<file path="src/rtl/byte_download_pkg.sv">
// Shared types and sizing helpers for the byte download source.
package byte_download_pkg;

  localparam int unsigned DATA_W_DEF = 8;
  localparam int unsigned DEPTH_DEF  = 16;

  // Occupancy must be able to represent DEPTH itself, hence one extra bit.
  function automatic int unsigned level_width(input int unsigned depth);
    return $clog2(depth) + 1;
  endfunction

  localparam int unsigned LEVEL_W_DEF = level_width(DEPTH_DEF);

  typedef enum logic [1:0] {
    StIdle,
    StPresent,
    StWaitRelease
  } state_e;

endpackage

</file>
<file path="src/rtl/byte_download_source_if.sv">
// PIO link between the byte source (master) and the Nios side (slave).
interface byte_download_source_if #(
  parameter int unsigned DATA_W = 8
);
  logic [1:0]        outsignal_export;
  logic              readytodownload1_export;
  logic [DATA_W-1:0] curbyte1_export;
  logic              readytodownload2_export;
  logic [DATA_W-1:0] curbyte2_export;

  modport master (
    input  outsignal_export,
    output readytodownload1_export,
    output curbyte1_export,
    output readytodownload2_export,
    output curbyte2_export
  );

  modport slave (
    output outsignal_export,
    input  readytodownload1_export,
    input  curbyte1_export,
    input  readytodownload2_export,
    input  curbyte2_export
  );
endinterface

</file>
<file path="src/rtl/byte_download_channel.sv">
// One download channel: FIFO, registered acknowledge, 4-phase handshake FSM and sent counter.
module byte_download_channel
  import byte_download_pkg::*;
#(
  parameter int unsigned DEPTH   = DEPTH_DEF,
  parameter int unsigned DATA_W  = DATA_W_DEF,
  parameter int unsigned CNT_W   = 16,
  localparam int unsigned LEVEL_W = level_width(DEPTH),
  localparam int unsigned PTR_W   = $clog2(DEPTH)
) (
  input  logic               clk,
  input  logic               rst,
  input  logic [DATA_W-1:0]  wr_data,
  input  logic               wr_valid,
  output logic               wr_ready,
  input  logic               ack,
  output logic               readytodownload,
  output logic [DATA_W-1:0]  curbyte,
  output logic [LEVEL_W-1:0] level,
  output logic [CNT_W-1:0]   sent
);

  logic [DATA_W-1:0]  mem [DEPTH];
  logic [PTR_W-1:0]   wptr_q, rptr_q;
  logic [LEVEL_W-1:0] level_q;
  state_e             state_q;
  logic               ack_q;
  logic               rdy_q;
  logic [DATA_W-1:0]  cur_q;
  logic [CNT_W-1:0]   sent_q;
  logic               push, pop;

  // A full FIFO refuses pushes even when a pop happens in the same cycle.
  assign wr_ready = (level_q != LEVEL_W'(DEPTH));
  assign push     = wr_valid & wr_ready;
  assign pop      = (state_q == StIdle) && (level_q != '0) && !ack_q;

  // Storage array; stale contents are unreachable once the pointers reset.
  always_ff @(posedge clk) begin
    if (push) mem[wptr_q] <= wr_data;
  end

  // Pointers and occupancy; simultaneous push and pop leave the level unchanged.
  always_ff @(posedge clk) begin
    if (rst) begin
      wptr_q  <= '0;
      rptr_q  <= '0;
      level_q <= '0;
    end else begin
      if (push) wptr_q <= wptr_q + PTR_W'(1);
      if (pop)  rptr_q <= rptr_q + PTR_W'(1);
      case ({push, pop})
        2'b10:   level_q <= level_q + LEVEL_W'(1);
        2'b01:   level_q <= level_q - LEVEL_W'(1);
        default: level_q <= level_q;
      endcase
    end
  end

  // Handshake FSM with registered outputs; every decision uses the registered acknowledge.
  always_ff @(posedge clk) begin
    if (rst) begin
      state_q <= StIdle;
      ack_q   <= 1'b0;
      rdy_q   <= 1'b0;
      cur_q   <= '0;
      sent_q  <= '0;
    end else begin
      ack_q <= ack;
      case (state_q)
        StIdle: begin
          if (pop) begin
            cur_q   <= mem[rptr_q];
            rdy_q   <= 1'b1;
            state_q <= StPresent;
          end
        end
        StPresent: begin
          if (ack_q) begin
            rdy_q   <= 1'b0;
            sent_q  <= sent_q + CNT_W'(1);
            state_q <= StWaitRelease;
          end
        end
        StWaitRelease: begin
          if (!ack_q) state_q <= StIdle;
        end
        default: begin
          rdy_q   <= 1'b0;
          state_q <= StIdle;
        end
      endcase
    end
  end

  assign readytodownload = rdy_q;
  assign curbyte         = cur_q;
  assign level           = level_q;
  assign sent            = sent_q;

endmodule

</file>
<file path="src/rtl/byte_download_source.sv">
// Dual-channel byte producer driving the Nios PIO download inputs.
module byte_download_source
  import byte_download_pkg::*;
#(
  parameter int unsigned DEPTH   = DEPTH_DEF,
  parameter int unsigned DATA_W  = DATA_W_DEF,
  parameter int unsigned CNT_W   = 16,
  localparam int unsigned LEVEL_W = level_width(DEPTH)
) (
  input  logic                   clk_clk,
  input  logic                   reset_reset,
  input  logic [DATA_W-1:0]      wr_data1,
  input  logic                   wr_valid1,
  output logic                   wr_ready1,
  input  logic [DATA_W-1:0]      wr_data2,
  input  logic                   wr_valid2,
  output logic                   wr_ready2,
  byte_download_source_if.master pio,
  output logic [LEVEL_W-1:0]     level1,
  output logic [LEVEL_W-1:0]     level2,
  output logic [CNT_W-1:0]       sent1,
  output logic [CNT_W-1:0]       sent2
);

  byte_download_channel #(
    .DEPTH  (DEPTH),
    .DATA_W (DATA_W),
    .CNT_W  (CNT_W)
  ) u_ch1 (
    .clk             (clk_clk),
    .rst             (reset_reset),
    .wr_data         (wr_data1),
    .wr_valid        (wr_valid1),
    .wr_ready        (wr_ready1),
    .ack             (pio.outsignal_export[0]),
    .readytodownload (pio.readytodownload1_export),
    .curbyte         (pio.curbyte1_export),
    .level           (level1),
    .sent            (sent1)
  );

  byte_download_channel #(
    .DEPTH  (DEPTH),
    .DATA_W (DATA_W),
    .CNT_W  (CNT_W)
  ) u_ch2 (
    .clk             (clk_clk),
    .rst             (reset_reset),
    .wr_data         (wr_data2),
    .wr_valid        (wr_valid2),
    .wr_ready        (wr_ready2),
    .ack             (pio.outsignal_export[1]),
    .readytodownload (pio.readytodownload2_export),
    .curbyte         (pio.curbyte2_export),
    .level           (level2),
    .sent            (sent2)
  );

endmodule

</file>
<file path="src/flat_wrapper.sv">
// flat-port wrapper written by rule: the top's interface ports become plain ports
module byte_download_source_flat import byte_download_pkg::*;
#(
  parameter int unsigned DEPTH   = DEPTH_DEF,
  parameter int unsigned DATA_W  = DATA_W_DEF,
  parameter int unsigned CNT_W   = 16,
  localparam int unsigned LEVEL_W = level_width(DEPTH)
)
  (clk_clk, reset_reset, wr_data1, wr_valid1, wr_ready1, wr_data2, wr_valid2, wr_ready2, level1, level2, sent1, sent2, pio_outsignal_export, pio_readytodownload1_export, pio_curbyte1_export, pio_readytodownload2_export, pio_curbyte2_export);
  byte_download_source_if #(.DATA_W(DATA_W)) pio_i ();
  input  logic clk_clk;
  input  logic reset_reset;
  input  logic [DATA_W-1:0] wr_data1;
  input  logic wr_valid1;
  output logic wr_ready1;
  input  logic [DATA_W-1:0] wr_data2;
  input  logic wr_valid2;
  output logic wr_ready2;
  output logic [LEVEL_W-1:0] level1;
  output logic [LEVEL_W-1:0] level2;
  output logic [CNT_W-1:0] sent1;
  output logic [CNT_W-1:0] sent2;
  input wire logic [$bits(pio_i.outsignal_export)-1:0] pio_outsignal_export;
  output wire logic [$bits(pio_i.readytodownload1_export)-1:0] pio_readytodownload1_export;
  output wire logic [$bits(pio_i.curbyte1_export)-1:0] pio_curbyte1_export;
  output wire logic [$bits(pio_i.readytodownload2_export)-1:0] pio_readytodownload2_export;
  output wire logic [$bits(pio_i.curbyte2_export)-1:0] pio_curbyte2_export;
  assign pio_i.outsignal_export = pio_outsignal_export;
  assign pio_readytodownload1_export = pio_i.readytodownload1_export;
  assign pio_curbyte1_export = pio_i.curbyte1_export;
  assign pio_readytodownload2_export = pio_i.readytodownload2_export;
  assign pio_curbyte2_export = pio_i.curbyte2_export;
  byte_download_source #(.DEPTH(DEPTH), .DATA_W(DATA_W), .CNT_W(CNT_W)) u_core (.clk_clk(clk_clk), .reset_reset(reset_reset), .wr_data1(wr_data1), .wr_valid1(wr_valid1), .wr_ready1(wr_ready1), .wr_data2(wr_data2), .wr_valid2(wr_valid2), .wr_ready2(wr_ready2), .pio(pio_i), .level1(level1), .level2(level2), .sent1(sent1), .sent2(sent2));
endmodule
</file>
<file path="config.mk">
export PLATFORM = sky130hd
export DESIGN_NAME = byte_download_source_flat
export DESIGN_NICKNAME = d
export VERILOG_FILES = /design/src/rtl/byte_download_pkg.sv /design/src/rtl/byte_download_source_if.sv /design/src/rtl/byte_download_channel.sv /design/src/rtl/byte_download_source.sv /design/src/flat_wrapper.sv
export SDC_FILE = /design/constraint.sdc
export NUM_CORES = 1
export LEC_CHECK = 0
export CORE_ASPECT_RATIO = 2
export CORE_MARGIN = 4
export CORE_UTILIZATION = 58
export DETAILED_ROUTE_END_ITERATION = 8
export PLACE_DENSITY = 0.88
export SYNTH_ARGS = -nofsm -noshare
export SYNTH_HDL_FRONTEND = slang
export SYNTH_SLANG_ARGS = --single-unit
</file>
<file path="constraint.sdc">
create_clock -name clk_clk -period 4.1 [get_ports clk_clk]
set_clock_uncertainty 0.15 [all_clocks]
set_input_delay 0.82 -clock clk_clk [delete_from_list [all_inputs] [get_ports clk_clk]]
set_output_delay 0.82 -clock clk_clk [all_outputs]
set_load 0.1 [all_outputs]
</file>
==> Word level (Yosys, flattened, before mapping) <==
Memories as Yosys holds them, arrays and structs flattened. A register that Yosys moved wholly into a read port is not among the register bits.
Cells that the tools add are included.
{ "classes": {"n_eq_ne": 16, "muxes": 20, "n_reduce_logical": 20, "n_lt_le_gt_ge": 0, "n_shift": 0, "bitwise_logic": 4, "addsub": 10, "div": 0, "n_mul": 0} }
{ "op_table": {"columns": ["op", "n"], "rows": [
  ["16-bit by 1-bit adder with 16-bit output, second input constant", 2],
  ["5-bit case mux with 2 select lines", 2],
  ["4-bit by 1-bit adder with 4-bit output, second input constant", 4],
  ["2-bit 2-to-1 mux", 6],
  ["2-bit inequality test, second input constant", 6],
  ["2-bit case mux with 3 select lines", 2],
  ["3-bit AND reduction", 4],
  ["5-bit by 1-bit adder with 5-bit output, second input constant", 2],
  ["5-bit inequality test, second input constant", 2],
  ["5-bit nonzero test", 2],
  ["5-bit by 1-bit subtractor with 5-bit output, second input constant", 2],
  ["2-bit by 1-bit equality test with 1-bit output, second input constant", 4],
  ["2-bit equality test, second input constant", 4],
  ["1-bit 2-to-1 mux", 8],
  ["2-bit AND reduction", 4],
  ["1-bit case mux with 3 select lines", 2],
  ["1-bit logical AND", 4],
  ["2-bit logical NOT", 2],
  ["2-bit nonzero test", 2],
  ["1-bit bitwise AND", 2],
  ["1-bit logical NOT", 2],
  ["1-bit NOT", 2]
]} }
{ "totals": {"ramBits": 256, "output_inout_bits": 62, "latchBits": 0, "mem_bits_ro": 0, "reg_bits": 66, "memories": 2} }
{ "memory_table": {"columns": ["name", "depth", "word_bits", "read_ports", "rd_ports_with_merged_regs", "wr", "line", "source"], "rows": [
  ["u_core.u_ch1.mem", 16, 8, 1, 1, 1, "byte_download_channel.sv:23", "logic [DATA_W-1:0] mem [DEPTH];"],
  ["u_core.u_ch2.mem", 16, 8, 1, 1, 1, "byte_download_channel.sv:23", null]
]} }

==> Depth between registers and ports, before layout <==
{ "logic_depth": {"depth_word": 5, "mapped_depth": 12, "ltp_nobuf": 10} }

==> Hierarchy <==
From an unflattened synthesis, not the netlist that was laid out.
{ "unflattened": {"hier_cells": 955, "hier_area_um2": 13837.0} }
{ "by_module_without_submodules": {"columns": ["module", "instances", "seq_area_each_um2", "cells_per_inst", "area_each_um2"], "rows": [
  ["byte_download_channel (u_core.u_ch2)", 1, 4664.5, 480, 6920.4],
  ["byte_download_channel (u_core.u_ch1)", 1, 4664.5, 475, 6916.6]
]} }

==> Least setup slack after synthesis <==
Ideal clock, no wire load.
{ "synth_timing": {"kind": "reg2reg", "from": "register u_core.u_ch1.level_q[1] (netlist: u_core.u_ch1.level[1])", "to": "register u_core.u_ch1.level_q[4] (netlist: u_core.u_ch1.level[4])", "required_time_ns": 3.829, "period_less_slack_ns": 3.830, "setup_ns": 0.121, "slack_ns": 0.270, "arrival_ns": 3.559, "path_buffers": 1, "path_stages_with_launch": 12, "cell_sequence": "dfxtp_1 clkbuf_1 nor4_1 a21boi_1 inv_1 ha_1 xor2_1 ha_1 a211o_1 a211o_1 a21oi_1 mux2_2"} }
{ "synth_between": {"elab_chain_cells": 5, "elab_cells_between_ends": 11} }
{ "synth_lines": {"columns": ["item", "line", "source"], "rows": [
  ["start, declared", "byte_download_channel.sv:25", "logic [LEVEL_W-1:0] level_q;"],
  ["start signal, assigned", "byte_download_channel.sv:53", "2'b10: level_q <= level_q + LEVEL_W'(1);"],
  ["start signal, assigned", "byte_download_channel.sv:54", "2'b01: level_q <= level_q - LEVEL_W'(1);"],
  ["start signal, assigned", "byte_download_channel.sv:55", "default: level_q <= level_q;"],
  ["parallel branches: the longest is 5 deep, another holds 5-bit by 1-bit subtractor with 5-bit output", null, null]
]} }
Several ways; the timed one is not identified.
A chain may end at the register's enable or synchronous reset.

==> Worst setup path after layout <==
{ "layout_timing": {"from": "register u_core.u_ch2.level_q[1] (netlist: u_core.u_ch2.level[1])", "to": "output port wr_ready2"} }
{ "layout_between": {"elab_chain_cells": 1} }
{ "layout_lines": {"columns": ["item", "line", "source"], "rows": [
  ["start, declared", "byte_download_channel.sv:25", null],
  ["start signal, assigned", "byte_download_channel.sv:53", null],
  ["start signal, assigned", "byte_download_channel.sv:54", null],
  ["start signal, assigned", "byte_download_channel.sv:55", null],
  ["5-bit inequality test", "byte_download_channel.sv:34", "assign wr_ready = (level_q != LEVEL_W'(DEPTH));"],
  ["end, declared", "flat_wrapper.sv:18", "output logic wr_ready2;"]
]} }
Every way passes these cells.

==> impl_results.rst <==
.. list-table::
   :header-rows: 1

   * - Metric
     - Value
   * - Status
     - completed
   * - Number of design-rule violations left by the first detailed-router iteration
     - 472
   * - Number of CTS-inserted buffers
     - 28
   * - Clock network power share
     - 30.2%
   * - Fill cell instance count of the final layout
     - 1607
   * - Die Area
     - 26610 um^2
   * - Worst hold-check path type
     - reg -> reg
   * - Proportion of netlist area held by the largest area contributor
     - 55.41%
   * - Total routing usage reported by global routing
     - 23.10%
   * - Cell types with the largest area share after synthesis
     - edfxtp_1, dfxtp_1, mux2i_1
   * - Number of clock sinks
     - 338
   * - Area of the core
     - 23430 um^2
   * - Via density per instance
     - 6.203
   * - Number of enable-type register cells in the synthesized netlist
     - 256
   * - Vertical die dimension
     - 226.7 um
   * - Required time of the critical path
     - 3.13 ns
   * - Number of antenna violations at the first check in global routing
     - 0
   * - Vias after detailed routing
     - 8473
   * - Crit end category
     - primary output
   * - Initial Utilization
     - 59.23%
   * - Number of levels in the clock H-tree
     - 1
   * - Number of nets in the layout
     - 1103
   * - Mapped Area
     - 13870 um^2
   * - Met2 routed WL
     - 17.50 mm
   * - Primary flip-flop cell chosen by synthesis mapping
     - edfxtp_1
   * - Synth warnings
     - 0
   * - Comb pwr share
     - 25.3%
   * - Post-CTS Hold Fix Bufs
     - 0
   * - Relative slew slack
     - 26.12%
   * - Clk slew on worst S/H paths
     - 0.07 ns
   * - Reported max-cap violation count
     - 0
   * - Commonest cells in the synthesized netlist
     - edfxtp_1, mux2i_1, nor2_1
   * - Switching pwr
     - 3.078 mW
   * - Setup Buffers After CTS
     - 0
   * - Total wire length after detailed routing
     - 30.78 mm
   * - Number of buffers inserted by port buffering
     - 83
   * - Mean instance size in the synthesized netlist
     - 13.97 um^2
   * - Highest achievable clock rate
     - 283.1 MHz
   * - Average wire per cell in the routed design
     - 22.54 um
   * - Worst Setup Path Type
     - reg -> out
   * - WL met3
     - 1.185 mm
   * - Largest vdd supply drop
     - 0.6156 mV
   * - Clock tree from TritonCTS
     - done
   * - Synth-to-layout area growth
     - 14.33%
   * - Number of global-route vias before repair
     - 8581
   * - Maximum fanout encountered on the critical timing path
     - 10
   * - I/O pins
     - 84
   * - Wire length of the first global-routing pass
     - 47.95 mm
   * - Flip-flop and latch count after synthesis
     - 338
   * - Cell chosen for the clock root
     - clkbuf_16
   * - Fraction of final layout cells sized beyond drive strength 1
     - 7.849%
   * - Max-slew violation count
     - 0
   * - Measured slew at the worst slew-check pin
     - 1.108 ns
   * - Power per unit of standard cell area
     - 585.8 nW/um^2
   * - Final setup violation count
     - 0
   * - Global route total overflow
     - 0
   * - Routability congestion estimate
     - 0.8503
   * - Initial DRT Pass Iterations
     - 5
   * - Share of synthesized area occupied by flip-flops and latches
     - 67.24%
   * - Unrepaired setup endpoints after global routing
     - no
   * - Maximum root-to-sink buffer count
     - 3
   * - Number of instances in the synthesized netlist
     - 993
   * - Final routed DRC violation total
     - 0
   * - Number of distinct standard cells referenced by the synthesized netlist
     - 57
   * - Row count
     - 79
   * - Non-filler cells, final
     - 1366
   * - Count of inserted antenna diode cells
     - 0
   * - Part of the power in registers
     - 44.5%
   * - Fraction of registers with async set/reset
     - 0%
   * - Pin count of the biggest net entering global routing
     - 65
   * - Final sum of negative setup slack
     - 0 ns
   * - Number of antenna-violating nets in the routed design
     - 0
   * - Share of the clock period used by the worst path
     - 86.15%
   * - Time the final worst path needs with I/O delays and setup
     - 3.532 ns
   * - Fraction of power spent switching nets
     - 33.12%
   * - Data arrival time of the worst path
     - 2.56 ns
   * - Number of hold-slack violations in the final timing report
     - 0
   * - Post-Route M1 WL
     - 10.41 mm
   * - Chip width
     - 117.4 um
   * - Top routing layer in use
     - met4
   * - Internal
     - 6.215 mW
   * - Final HPWL DP
     - 21.66 mm
   * - Cell taking the most area after synthesis
     - edfxtp_1
   * - Synthesized Nets
     - 1035
   * - Kind of start point of the critical path
     - flop
   * - Resized cells post-CTS
     - 0
   * - Most numerous cell in the Yosys netlist
     - edfxtp_1
   * - Leakage Power
     - 5.050 nW
   * - Clock latency of the later-clocked register in the worst-skew pair
     - 0.55 ns
   * - Cells after DPL
     - 1314
layer usage:
metal  global-route usage, %  vias up
li1                        -     3922
met1                   23.32     4199
met5                       0        -
met4                   12.54        0
met3                   2.671       88
met2                   45.74      264
worst max-delay path, cell delays in order (launching register included):
cell             delay (ns)
dfxtp_1                0.44
nor4_1                 0.50
nand2_1                0.10
clkdlybuf4s50_1        0.98
power by group through the flow:
stage	registers (mW)	clock network [mW]	logic, mW
2_1_floorplan	4.73	0	1.14
3_3_place_gp	4.19	0	2.27
3_5_place_dp	4.20	0	2.34
4_1_cts	4.13	2.84	2.36
5_1_grt	4.16	2.98	2.50
6_report	4.13	2.81	2.35
cells by family (layout without fill, tap and decap cells):
group,count (synthesis),after routing,synth area share [%]
fa+ha+maj,20,20,1.804
compound gates,149,149,7.133
mux,133,133,9.965
flops,338,338,67.24
xor+xnor,37,37,2.336
buf+inv,73,163,2.363
simple gates,243,243,9.162
layout by cell type (no fill, tap or decap), types with 4 or more instances in the layout:
| cell type | Yosys | layout |
|---|---|---|
| clkbuf_16 | 0 | 30 |
| nor3_1 | 16 | 16 |
| a21oi_1 | 23 | 23 |
| nand2_1 | 23 | 23 |
| or3b_2 | 4 | 4 |
| xor2_1 | 20 | 20 |
| o22ai_1 | 62 | 62 |
| clkinv_2 | 0 | 5 |
| and3_1 | 7 | 7 |
| bufinv_16 | 0 | 4 |
| or3_1 | 15 | 15 |
| dfxtp_1 | 82 | 80 |
| nand3b_1 | 7 | 7 |
| mux4_2 | 4 | 4 |
| clkinv_1 | 0 | 5 |
| xnor2_1 | 17 | 17 |
| inv_1 | 15 | 15 |
| a31oi_1 | 4 | 4 |
| a311oi_1 | 9 | 9 |
| nor2_1 | 102 | 102 |
| nor4_1 | 13 | 13 |
| clkdlybuf4s50_1 | 0 | 78 |
| edfxtp_1 | 256 | 256 |
| nand2b_1 | 10 | 10 |
| ha_1 | 20 | 20 |
| a211o_1 | 5 | 5 |
| o211ai_1 | 6 | 6 |
| buf_4 | 0 | 18 |
| nor3b_1 | 4 | 4 |
| a21boi_1 | 3 | 4 |
| nand3_1 | 12 | 12 |
| nand4_1 | 7 | 7 |
| a211oi_1 | 7 | 7 |
| mux2i_1 | 128 | 128 |
| o21ai_0 | 12 | 12 |
sequential cells by signal, indices dropped and copies added, names as in the netlist, 2 cells and up:
signal / count
u_core.u_ch2.sent: 16
u_core.u_ch1.level: 5
u_core.u_ch1.mem: 128
u_core.u_ch2.wptr_q: 4
u_core.u_ch2.level: 5
u_core.u_ch1.rptr_q: 4
u_core.u_ch2.state_q: 2
u_core.u_ch1.state_q: 2
u_core.u_ch2.rptr_q: 4
u_core.u_ch1.curbyte: 8
u_core.u_ch1.wptr_q: 4
u_core.u_ch2.curbyte: 8
u_core.u_ch2.mem: 128
u_core.u_ch1.sent: 16
per-stage QoR:
| stage | instance area [um^2] | util (%) | hold slack (ns) | setup WS (ns) | total power [mW] |
|---|---|---|---|---|---|
| detailed placement | 14880 | 63.52 | 0.3295 | 0.4028 | 6.541 |
| global route | 15860 | 67.71 | 0.3701 | 0.4864 | 9.636 |
| global placement | 14880 | 63.52 | 0.3168 | 0.4758 | 6.464 |
| floorplan | 13870 | - | 0.3392 | 0.2701 | 5.869 |
| finish | 15860 | 67.71 | 0.3422 | 0.5680 | 9.293 |
| CTS | 15860 | 67.71 | 0.3432 | 0.5216 | 9.331 |
final cells by class:
cell class	count	area (um^2)	area share [%]
clock buffers	34	785.8	4.953
clock inverters	18	196.4	1.238
inverters	15	56.30	0.3549
multi-input cells	582	4218	26.59
flip-flops and latches	338	9336	58.86
well taps	283	354.1	2.232
repair buffers	96	915.9	5.774
worst paths after layout:
kind                                startpoint                            to  slack [ns]  cells past startpoint
setup / recovery         u_core.u_ch2.level[1]                     wr_ready2        0.57                      3
hold / removal    u_core.u_ch2.readytodownload  u_core.u_ch2.readytodownload        0.34                      2
setup reg to reg         u_core.u_ch2.level[1]         u_core.u_ch2.level[4]        0.91                      9
hold reg to reg   u_core.u_ch2.readytodownload  u_core.u_ch2.readytodownload        0.34                      2
Power figures use the tool's default switching activity.
==> patch (same settings) <==
`CNT_W` is set to 16 in 3 places; all go to 18.
--- a/src/rtl/byte_download_channel.sv
+++ b/src/rtl/byte_download_channel.sv
@@ -4,7 +4,7 @@
 #(
   parameter int unsigned DEPTH   = DEPTH_DEF,
   parameter int unsigned DATA_W  = DATA_W_DEF,
-  parameter int unsigned CNT_W   = 16,
+  parameter int unsigned CNT_W   = 18,
   localparam int unsigned LEVEL_W = level_width(DEPTH),
   localparam int unsigned PTR_W   = $clog2(DEPTH)
 ) (
--- a/src/rtl/byte_download_source.sv
+++ b/src/rtl/byte_download_source.sv
@@ -4,7 +4,7 @@
 #(
   parameter int unsigned DEPTH   = DEPTH_DEF,
   parameter int unsigned DATA_W  = DATA_W_DEF,
-  parameter int unsigned CNT_W   = 16,
+  parameter int unsigned CNT_W   = 18,
   localparam int unsigned LEVEL_W = level_width(DEPTH)
 ) (
   input  logic                   clk_clk,
--- a/src/flat_wrapper.sv
+++ b/src/flat_wrapper.sv
@@ -3,7 +3,7 @@
 #(
   parameter int unsigned DEPTH   = DEPTH_DEF,
   parameter int unsigned DATA_W  = DATA_W_DEF,
-  parameter int unsigned CNT_W   = 16,
+  parameter int unsigned CNT_W   = 18,
   localparam int unsigned LEVEL_W = level_width(DEPTH)
 )
   (clk_clk, reset_reset, wr_data1, wr_valid1, wr_ready1, wr_data2, wr_valid2, wr_ready2, level1, level2, sent1, sent2, pio_outsignal_export, pio_readytodownload1_export, pio_curbyte1_export, pio_readytodownload2_export, pio_curbyte2_export);
Ports: changed (resized sent1 and sent2); port bits go from 84 to 88. No check against the original RTL was run, so the function may have changed too.
==> patch against the unedited design <==
  * Area after synthesis decreased by 0.41%
  * Global-route usage decreased by 0.17 points
  * Wire length decreased by 4.2%
  * Setup slack got worse by 0.046 ns
  * Largest cell class unchanged
  * Register-to-register slack improved by 0.14 ns
  * Cell area increased by 0.35%
  * First-iteration DRC count decreased by 7.6%
  * Sequential cell count increased by 4
  * Total power increased by 2.7%
  * Fmax decreased by 1.3%
==> patch: results (changes against the unedited design) <==
Finish
  – Fraction of layout cells with a size suffix above 1: 7.97% (+0.12 points)
  – Layout Nets: 1,087 (-1.5%)

Critical path
  – Worst-path fanout max: 9 (-1)
  – Worst r2r path cells: 11 (+2)
  – Reg2reg setup slack: 1.05 ns (+0.14 ns)
  – Slowest Stage Delay on Critical Path: 1.00 ns (+0.02 ns)

Hold path
  – HP Start: u_core.u_ch2.curbyte[3]$_SDFFE_PP0P_
  – WHS Endpoint: u_core.u_ch2.curbyte[3]$_SDFFE_PP0P_

Pwr
  – Leakage: 5.11 nW (+1.2%)
  – Max VDD drop: 0.630 mV (+2.4%)

Synthesis
  – Syn nets: 1,002 (-3.2%)
  – Mux share of post-synthesis cell area: 9.97% (about the same)
  – Post-synth EDFFs: 256 (unchanged)
  – Synth Area in XOR/XNOR: 3.49% (+1.2 points)
  – Sequential area share after synthesis: 68.1% (+0.86 points)
  – Distinct cells, synth: 46 (-19%)
  – Synth Area in Adders: 1.81% (+0.0075 points)

GRT
  – Largest net degree at the start of global routing: 72 (+11%)

Detailed routing
  – First DRT Iteration DRCs: 436 (-7.6%)
  – Via/cell ratio: 5.98 (-3.5%)

Status
  – Status: finished, final reports clean

Place
  – Number of buffers added on ports: 87 (+4.8%)
  – Hpwl dp: 21.2 mm (-2.0%)
  – GP Congestion: 0.859 (+1.0%)
  – Placement Setup Slack: 0.600 ns (+0.197 ns)
[patch: changes by cell type in the layout (fill, tap and decap cells not counted), moves of 7 or more]
cell	before	now
xor2_1	20	43
nor2_1	102	118
mux2i_1	128	114
a21oi_1	23	11
or3_1	15	4
clkdlybuf4s50_1	78	86
nor3_1	16	8
a211oi_1	7	14
a311oi_1	9	2
nand2_1	23	30
o21ai_0	12	5
[patch: how the worst max path moves through the flow]
stage | startpoint | to | slack, ns | cells after the start
2_1_floorplan | u_core.u_ch2.level[1]$_SDFFE_PP0P_ | u_core.u_ch2.level[4]$_SDFFE_PP0P_ | 0.18 | 13
3_3_place_gp | wr_valid2 | u_core.u_ch2.level[4]$_SDFFE_PP0P_ | 0.65 | 11
3_5_place_dp | wr_valid2 | u_core.u_ch2.level[4]$_SDFFE_PP0P_ | 0.60 | 11
4_1_cts | u_core.u_ch1.level[1]$_SDFFE_PP0P_ | wr_ready1 | 0.50 | 3
5_1_grt | u_core.u_ch1.level[1]$_SDFFE_PP0P_ | wr_ready1 | 0.42 | 3
6_report | u_core.u_ch1.level[1]$_SDFFE_PP0P_ | wr_ready1 | 0.52 | 3
[patch: metal layers]
metal	global-route usage (%)	vias up	share of wire (%)
li1	-	3787	-
met1	22.6	3976	32
met2	42.7	242	57
met3	3.47	74	4.5
met4	14.7	0	6.9
met5	0	-	0
[patch: logic make-up (layout without fill, tap and decap cells)]
| kind of cell | after synthesis | count (layout) |
|---|---|---|
| buffers and inverters | 61 | 168 |
| XOR/XNOR | 55 | 55 |
| AO/OA/AOI/OAI | 112 | 112 |
| adder cells (fa/ha/maj) | 20 | 20 |
| flip-flops | 342 | 342 |
| multiplexers | 125 | 125 |
| AND/OR/NAND/NOR | 245 | 245 |
[patch: critical path, delay by kind of cell, from the launching register on]
| kind | cells | cell delay (ns) |
|---|---|---|
| flops | 1 | 0.41 |
| simple gates | 2 | 0.66 |
| buf+inv | 1 | 1.00 |
[patch: final cells by class]
type                    instances  area (um^2)
flip-flops and latches        342         9410
clock inverters                13          181
fillers                      1559         7410
inverters                      11         41.3
well taps                     283          354
repair buffers                105         1000
multi-input cells             557         4100
clock buffers                  39          823
[patch: through the flow]
step                std cells  power, mW  hold slack, ns  util, %  cell area, um^2
global placement         1298       6.71           0.329     63.9            14900
CTS                      1350       9.61           0.353     68.2            15900
global route             1350       9.94           0.376     68.2            15900
floorplan                 960       6.13           0.393        -            13800
detailed placement       1298       6.79           0.343     63.9            14900
finish                   1350       9.54           0.349     68.2            15900
[patch: power by group]
group / leakage [nW] / internal (mW) / total (mW) / switching (mW)
registers: 3.01 / 3.94 / 4.19 / 0.251
clock network: 0.480 / 1.66 / 2.84 / 1.17
logic: 1.62 / 0.793 / 2.52 / 1.73
total: 5.11 / 6.39 / 9.54 / 3.15
